**src/rtl/pc_reg_pkg.sv**
```systemverilog
// Core-wide constants shared by the fetch stage and the PC register.
// The fetch stage builds its next-PC mux from the same values.
package pc_reg_pkg;

    localparam int unsigned XLEN = 64;
    localparam logic [63:0] RESET_PC = 64'h8000_0000;

    // Instructions are 4-byte aligned; any set bit in [1:0] is a misaligned fetch.
    function automatic logic pc_misaligned(input logic [1:0] pc_lsb);
        return pc_lsb != 2'b00;
    endfunction

endpackage

```
**src/rtl/pc_reg.sv**
```systemverilog
// Program-counter register of the fetch stage: holds the current PC, the PC before the
// last committed write, and a valid flag that rises on the first edge after reset release.
module pc_reg #(
    parameter int unsigned XLEN = pc_reg_pkg::XLEN,
    parameter logic [XLEN-1:0] RESET_PC = XLEN'(pc_reg_pkg::RESET_PC)
) (
    input  logic            clk,
    input  logic            rst,
    input  logic            wen,
    input  logic [XLEN-1:0] pc_src,
    output logic [XLEN-1:0] pc_out,
    output logic [XLEN-1:0] pc_prev,
    output logic            pc_valid,
    output logic            misalign
);

    logic [XLEN-1:0] pc_q;
    logic [XLEN-1:0] pc_prev_q;
    logic            valid_q;

    // pc_src is committed verbatim: alignment and wrap are the fetch stage's concern.
    always_ff @(posedge clk or negedge rst) begin
        if (!rst) begin
            pc_q      <= RESET_PC;
            pc_prev_q <= RESET_PC;
            valid_q   <= 1'b0;
        end else begin
            valid_q <= 1'b1;
            if (wen) begin
                pc_q      <= pc_src;
                pc_prev_q <= pc_q;
            end
        end
    end

    assign pc_out   = pc_q;
    assign pc_prev  = pc_prev_q;
    assign pc_valid = valid_q;
    assign misalign = pc_reg_pkg::pc_misaligned(pc_q[1:0]);

endmodule

```
**config.mk**
```make
export PLATFORM = sky130hd
export DESIGN_NAME = pc_reg
export DESIGN_NICKNAME = d
export VERILOG_FILES = /design/src/rtl/pc_reg_pkg.sv /design/src/rtl/pc_reg.sv
export SDC_FILE = /design/constraint.sdc
export NUM_CORES = 1
export LEC_CHECK = 0
export ABC_AREA = 1
export CAP_MARGIN = 40
export CORE_MARGIN = 4
export CORE_UTILIZATION = 40
export CTS_CLUSTER_SIZE = 25
export DETAILED_ROUTE_END_ITERATION = 7
export PLACE_DENSITY_LB_ADDON = 0.25
export SYNTH_ARGS = -nofsm -noshare
export SYNTH_HDL_FRONTEND = slang
export SYNTH_SLANG_ARGS = --single-unit
```
**constraint.sdc**
```tcl
create_clock -name clk -period 2.4 [get_ports clk]
set_input_delay 0.6 -clock clk [delete_from_list [all_inputs] [get_ports clk]]
set_output_delay 0.6 -clock clk [all_outputs]
set_load 0.01 [all_outputs]
```
==> results of run 1 <==
==> worst max-delay path by stage <==
stage	start	to	slack, ps	cells after the start
after floorplan	pc_out[1]	misalign	1060	1
after global placement	pc_out[1]	misalign	640	2
after detailed placement	pc_out[1]	misalign	630	2
after CTS	pc_out[1]	misalign	190	2
after global routing	pc_out[1]	misalign	160	2
final	pc_out[1]	misalign	210	2
==> final cells by class <==
type / count / area (µm²)
clock inverters: 9 / 105
fillers: 1051 / 4550
multi-input cells: 386 / 1450
well taps: 168 / 210
inverters: 1 / 6.26
flip-flops and latches: 129 / 3230
repair buffers: 204 / 2070
clock buffers: 23 / 488
==> flip-flops by register name, indices dropped and copies added, names as in the netlist <==
name,flops
pc_out,64
pc_valid,1
pc_prev,64
==> synthesized netlist by cell type <==
cell type and n:
dfrtp_1 127, inv_2 1, buf_6 27, nand2_1 384, dfstp_2 2, conb_1 1, or2_2 1, buf_4 1
==> logic make-up after synthesis <==
group / count (synthesis)
other: 1
flip-flops: 129
AND/OR/NAND/NOR: 385
buffers and inverters: 29
==> layout by cell type (no fill, tap or decap) <==
master	instances
nand2_1	384
inv_4	1
clkbuf_16	17
clkbuf_8	4
dfstp_2	2
clkdlybuf4s50_1	194
dfrtp_1	127
or2_2	1
bufinv_16	2
clkbuf_1	2
clkinvlp_4	4
clkinv_2	3
conb_1	1
buf_4	6
buf_12	4
==> stage by stage <==
stage | std cells | hold slack, ps | power (mW) | instance area (µm²) | utilization [%]
after floorplan | 544 | 304 | 2.94 | 5000 | -
after global placement | 888 | 452 | 3.58 | 6970 | 57.5
after detailed placement | 888 | 457 | 3.61 | 6970 | 57.5
after CTS | 920 | 233 | 6.16 | 7560 | 62.4
after global routing | 920 | 249 | 6.38 | 7560 | 62.4
final | 920 | 209 | 6.07 | 7560 | 62.4
==> report_power, final <==
group	total (mW)	leakage, nW	internal (mW)	switching, mW
Clock	2.51	0.281	1.63	0.883
Combinational	1.02	1.92	0.566	0.453
Sequential	2.54	1.59	2.40	0.143
Total	6.07	3.79	4.59	1.48
==> worst reg2reg max path, stage by stage (launching register included) <==
cell and delay (ps):
dfstp_2 540, nand2_1 50, nand2_1 90
==> metal layers <==
layer / track usage, % / vias up / part of all wire (%)
li1: - / 2021 / -
met1: 21.0 / 1941 / 42
met2: 28.7 / 128 / 48
met3: 7.02 / 20 / 8.2
met4: 6.59 / 0 / 1.8
met5: 0 / - / 0
==> out/metrics.yaml, run 1 <==
yosys:
  syn_area_mm2: 0.00500
  syn_inst: 544
  synthSimpleGateAreaFrac_pct: 29.0
  yosys.area.top_type_share_pct: 63.6
  synth_top_area_cell: "dfrtp_1"
  yosysWarnings: 0
  syn_nets: 611
  synth.area.mux_share_pct: 0
  avgSynthCellArea_um2: 9.19
  yosys-top-cells-area: "dfrtp_1 64%, nand2_1 29%, buf_6 6.1%, dfstp_2 1.1%, buf_4 0.15%"
  synth.distinct_cells: 8
  synth_compound_area_share_pct: 0
  ys_seq_area_share_pct: 64.6
  ys_ff_latch: 129
  synth_top_family_by_area: "simple AND/OR/NAND/NOR gates"
  synthXorXnorAreaFrac_pct: 0
  synthAdderAreaFrac_pct: 0
cts:
  postCtsSetupBuffers: 0
  path_clk_slew_ps: 50
  post_cts_resized: 0
  h-tree-depth: 4
  clk_latency_ps: 400
  postCtsHoldBufs: 0
  cts_tree: "built"
  cts.sinks: 129
  cts_made_buffers: 17
  cts_root_buffer: "clkbuf_16"
  cts_buffer_depth: 2
routing:
  drc: 0
  ant_nets: 0
  vias: 4110
  vias_per_cell: 4.47
  routed_wl_mm: 12.2
  dr.first_iter.drc_count: 283
  drt_first_pass_iters: 4
  wl_per_cell_um: 13.2
placed_design:
  portBuffers: 196
  place_congestion: 0.715
  dp_hpwl_mm: 8.43
  pre_cts_slack_ps: 631
setup_path:
  startpoint_type: "flop"
  worstReg2RegStart: "pc_out[31]"
  path_buf_inv: 1
  cp_cell_sequence: "or2_2, clkdlybuf4s50_1"
  setup.worst_path.end_class: "output port"
  crit_required_ps: 1800
  path_delay_family: "buffers and inverters"
  slowest_delay_ps: 480
  cp.arrival_ps: 1590
  r2r_end: "pc_prev[31]"
  rrSetupSlack_ps: 1660
  worstSetupPathType: "flop to output port"
  critical_path.slowest_cell: "clkdlybuf4s50_1"
  crit_fanout: 4
  reg2reg_depth: 2
sta:
  setup_violations: 0
  period_share_pct: 91.1
  fmax_mhz: 457
  timing.final.ws_setup_ps: 214
  setup_tns_ps: 0
  rsz0062_at_grt: "false"
  worstMarginPinSlew_ps: 658
  max-slew-margin-rel_pct: 56.1
  min_period_ps: 2190
  maxSlewViolCount: 0
  fin_worst_skew_ps: 5.74
  hold_viol: 0
pwr:
  powerDensity_mw_per_mm2: 804
  p_leak_nw: 3.79
  peakVddDrop_mv: 0.471
die:
  core_area_mm2: 0.0121
  dieWidth_um: 120
  num_rows: 40
  start_util_pct: 41.3
  dieArea_mm2: 0.0143
  io_pins: 197
  die_h_um: 120
worst_hold_path:
  min_path_type: "primary input to async pin"
cells_and_area:
  antenna_cells: 0
  nNetsFinal: 806
  area_delta_synth_final_pct: 51.3
  drive_gt1_share_pct: 5.85
grt:
  grt_max_degree: 78
  overflow: 0
  grt_usage_pct: 17.6
  grt_pass1_wl_mm: 20.2
  grt_pass1_vias: 4078
  antenna_found_initial: 0
run_status:
  status: "finished, final reports clean"
job:
  cap_violations: 0
(Power assumes the default switching activity.)
==> run 2, diff against run 1 <==
--- a/config.mk
+++ b/config.mk
@@ -11,7 +11,10 @@
 export CORE_UTILIZATION = 40
 export CTS_CLUSTER_SIZE = 25
 export DETAILED_ROUTE_END_ITERATION = 7
+export GPL_ROUTABILITY_DRIVEN = 0
+export GPL_TIMING_DRIVEN = 1
 export PLACE_DENSITY_LB_ADDON = 0.25
+export SKIP_CTS_REPAIR_TIMING = 1
 export SYNTH_ARGS = -nofsm -noshare
 export SYNTH_HDL_FRONTEND = slang
 export SYNTH_SLANG_ARGS = --single-unit
==> results of run 2 <==
Final layout, timing and power as in run 1 (identical DEF).
==> run 3, diff against run 2 <==
==> constraint.sdc (replaced) <==
create_clock -name clk -period 2.8 [get_ports clk]
set_input_delay 0.7 -clock clk [delete_from_list [all_inputs] [get_ports clk]]
set_output_delay 0.7 -clock clk [all_outputs]
set_load 0.01 [all_outputs]
==> out/metrics.yaml, run 3 (synthesized netlist as in run 1, its figures left out) <==
worst_hold_path:
  min_path_type: "primary input to async pin"
cts:
  h-tree-depth: 4  # unchanged
  cts_buffer_depth: 2  # unchanged
  clk_latency_ps: 400  # about the same
  cts_made_buffers: 17  # unchanged
  cts.sinks: 129  # unchanged
  cts_root_buffer: "clkbuf_16"
  cts_tree: "built"
  path_clk_slew_ps: 50  # about the same
routing:
  ant_nets: 0  # unchanged
  drc: 0  # unchanged
  vias_per_cell: 4.42  # -1.2%
  dr.first_iter.drc_count: 283  # unchanged
  vias: 4040  # -1.7%
  routed_wl_mm: 12.4  # +1.6%
  drt_first_pass_iters: 4  # unchanged
  wl_per_cell_um: 13.5  # +2.2%
pwr:
  netSwitchingPower_mw: 1.24  # -16%
  peakVddDrop_mv: 0.457  # -3.1%
  powerDensity_mw_per_mm2: 692  # -14%
  power_mw: 5.21  # -14%
  p_leak_nw: 3.79  # about the same
  p_int_mw: 3.98  # -13%
  swShare_pct: 23.8  # -0.59 points
  clock_power_share_pct: 41.5  # about the same
  power_frac_seq_pct: 41.8  # about the same
  comb_power_share_pct: 16.6  # -0.2 points
setup_path:
  crit_required_ps: 2100  # +300 ps
  cp.arrival_ps: 1600  # about the same
  worstSetupPathType: "flop to output port"
  slowest_delay_ps: 480  # about the same
  critical_path.slowest_cell: "clkdlybuf4s50_1"
  path_delay_family: "buffers and inverters"
  cp_cell_sequence: "or2_2, clkdlybuf4s50_1"
  r2r_end: "pc_prev[31]"
  worstReg2RegStart: "pc_out[31]"
  path_buf_inv: 1  # unchanged
  reg2reg_depth: 2  # unchanged
  startpoint_type: "flop"
  setup.worst_path.end_class: "output port"
  crit_fanout: 4  # unchanged
  rrSetupSlack_ps: 2060  # +400 ps
grt:
  grt_max_degree: 129  # +65%
  grt_pass1_vias: 4179  # +2.5%
  grt_pass1_wl_mm: 20.6  # +2.1%
  overflow: 0  # unchanged
  antenna_found_initial: 0  # unchanged
  grt_usage_pct: 18.1  # +0.58 points
sta:
  rsz0062_at_grt: "false"
  worstMarginPinSlew_ps: 586  # -71.7 ps
  hold_viol: 0  # unchanged
  maxSlewViolCount: 0  # unchanged
  timing.final.ws_setup_ps: 500  # +286 ps
  fmax_mhz: 435
  setup_tns_ps: 0  # unchanged
  max-slew-margin-rel_pct: 60.9  # +4.8 points
  period_share_pct: 82.1
  setup_violations: 0  # unchanged
  fin_worst_skew_ps: 6.41  # +0.662 ps
  min_period_ps: 2300
run_status:
  status: "finished, final reports clean"
cells_and_area:
  drive_gt1_share_pct: 5.22  # -0.63 points
  nNetsFinal: 803  # -0.37%
  area_delta_synth_final_pct: 50.8
  fillerInstances: 1069  # +1.7%
  fin_util_pct: 62.2  # -0.21 points
  final-seq-area_mm2: 0.00323  # unchanged
  fin_area_mm2: 0.00753  # -0.33%
  final_cell_mix: "384 x nand2_1, 194 x clkdlybuf4s50_1, 127 x dfrtp_1"
  multi_input_area_mm2: 0.00145  # unchanged
  layout_commonest_cell: "nand2_1"
  antenna_cells: 0  # unchanged
die:
  die_h_um: 120  # unchanged
  io_pins: 197  # unchanged
  core_area_mm2: 0.0121  # unchanged
  num_rows: 40  # unchanged
  dieArea_mm2: 0.0143  # unchanged
  start_util_pct: 41.3  # unchanged
  dieWidth_um: 120  # unchanged
placed_design:
  portBuffers: 196  # unchanged
  placedInstanceArea_mm2: 0.00694  # -0.32%
  pre_cts_slack_ps: 922  # +290 ps
  dp_hpwl_mm: 8.33  # -1.1%
job:
  cap_violations: 0  # unchanged
## run 3: worst max path at each step
stage | from | endpoint | slack (ps) | cells after the start
after global routing | pc_out[1] | misalign | 440 | 2
after CTS | pc_out[1] | misalign | 470 | 2
after detailed placement | pc_out[1] | misalign | 920 | 2
after global placement | pc_out[1] | misalign | 950 | 2
after floorplan | pc_out[1] | misalign | 1360 | 1
final | pc_out[1] | misalign | 500 | 2
## run 3: power groups by stage
| stage | clock network, mW | registers [mW] | logic (mW) |
|---|---|---|---|
| after global routing | 2.30 | 2.21 | 0.954 |
| after floorplan | 0 | 2.29 | 0.239 |
| after CTS | 2.22 | 2.18 | 0.886 |
| after global placement | 0 | 2.20 | 0.870 |
| final | 2.17 | 2.18 | 0.868 |
| after detailed placement | 0 | 2.21 | 0.882 |
## run 3: layout make-up
cell class              instances  share of cell area, %
inverters                       1                 0.0830
clock buffers                  25                   6.84
flip-flops and latches        129                   42.9
well taps                     168                   2.79
repair buffers                201                   27.1
clock inverters                 5                  0.997
multi-input cells             386                   19.3
## run 3: metrics by stage
stage                     hold slack [ps]  std cells
after floorplan                       404        544
after global placement                452        885
after detailed placement              458        885
after CTS                             310        915
after global routing                  329        915
final                                 298        915
## run 3: per-layer routing
layer / share of wire [%] / global-route usage, % / vias up
met5: 0 / 0 / -
met1: 43 / 22.2 / 1876
met2: 48 / 29.2 / 141
met3: 8.4 / 7.26 / 14
met4: 1.3 / 6.44 / 0
li1: - / - / 2009
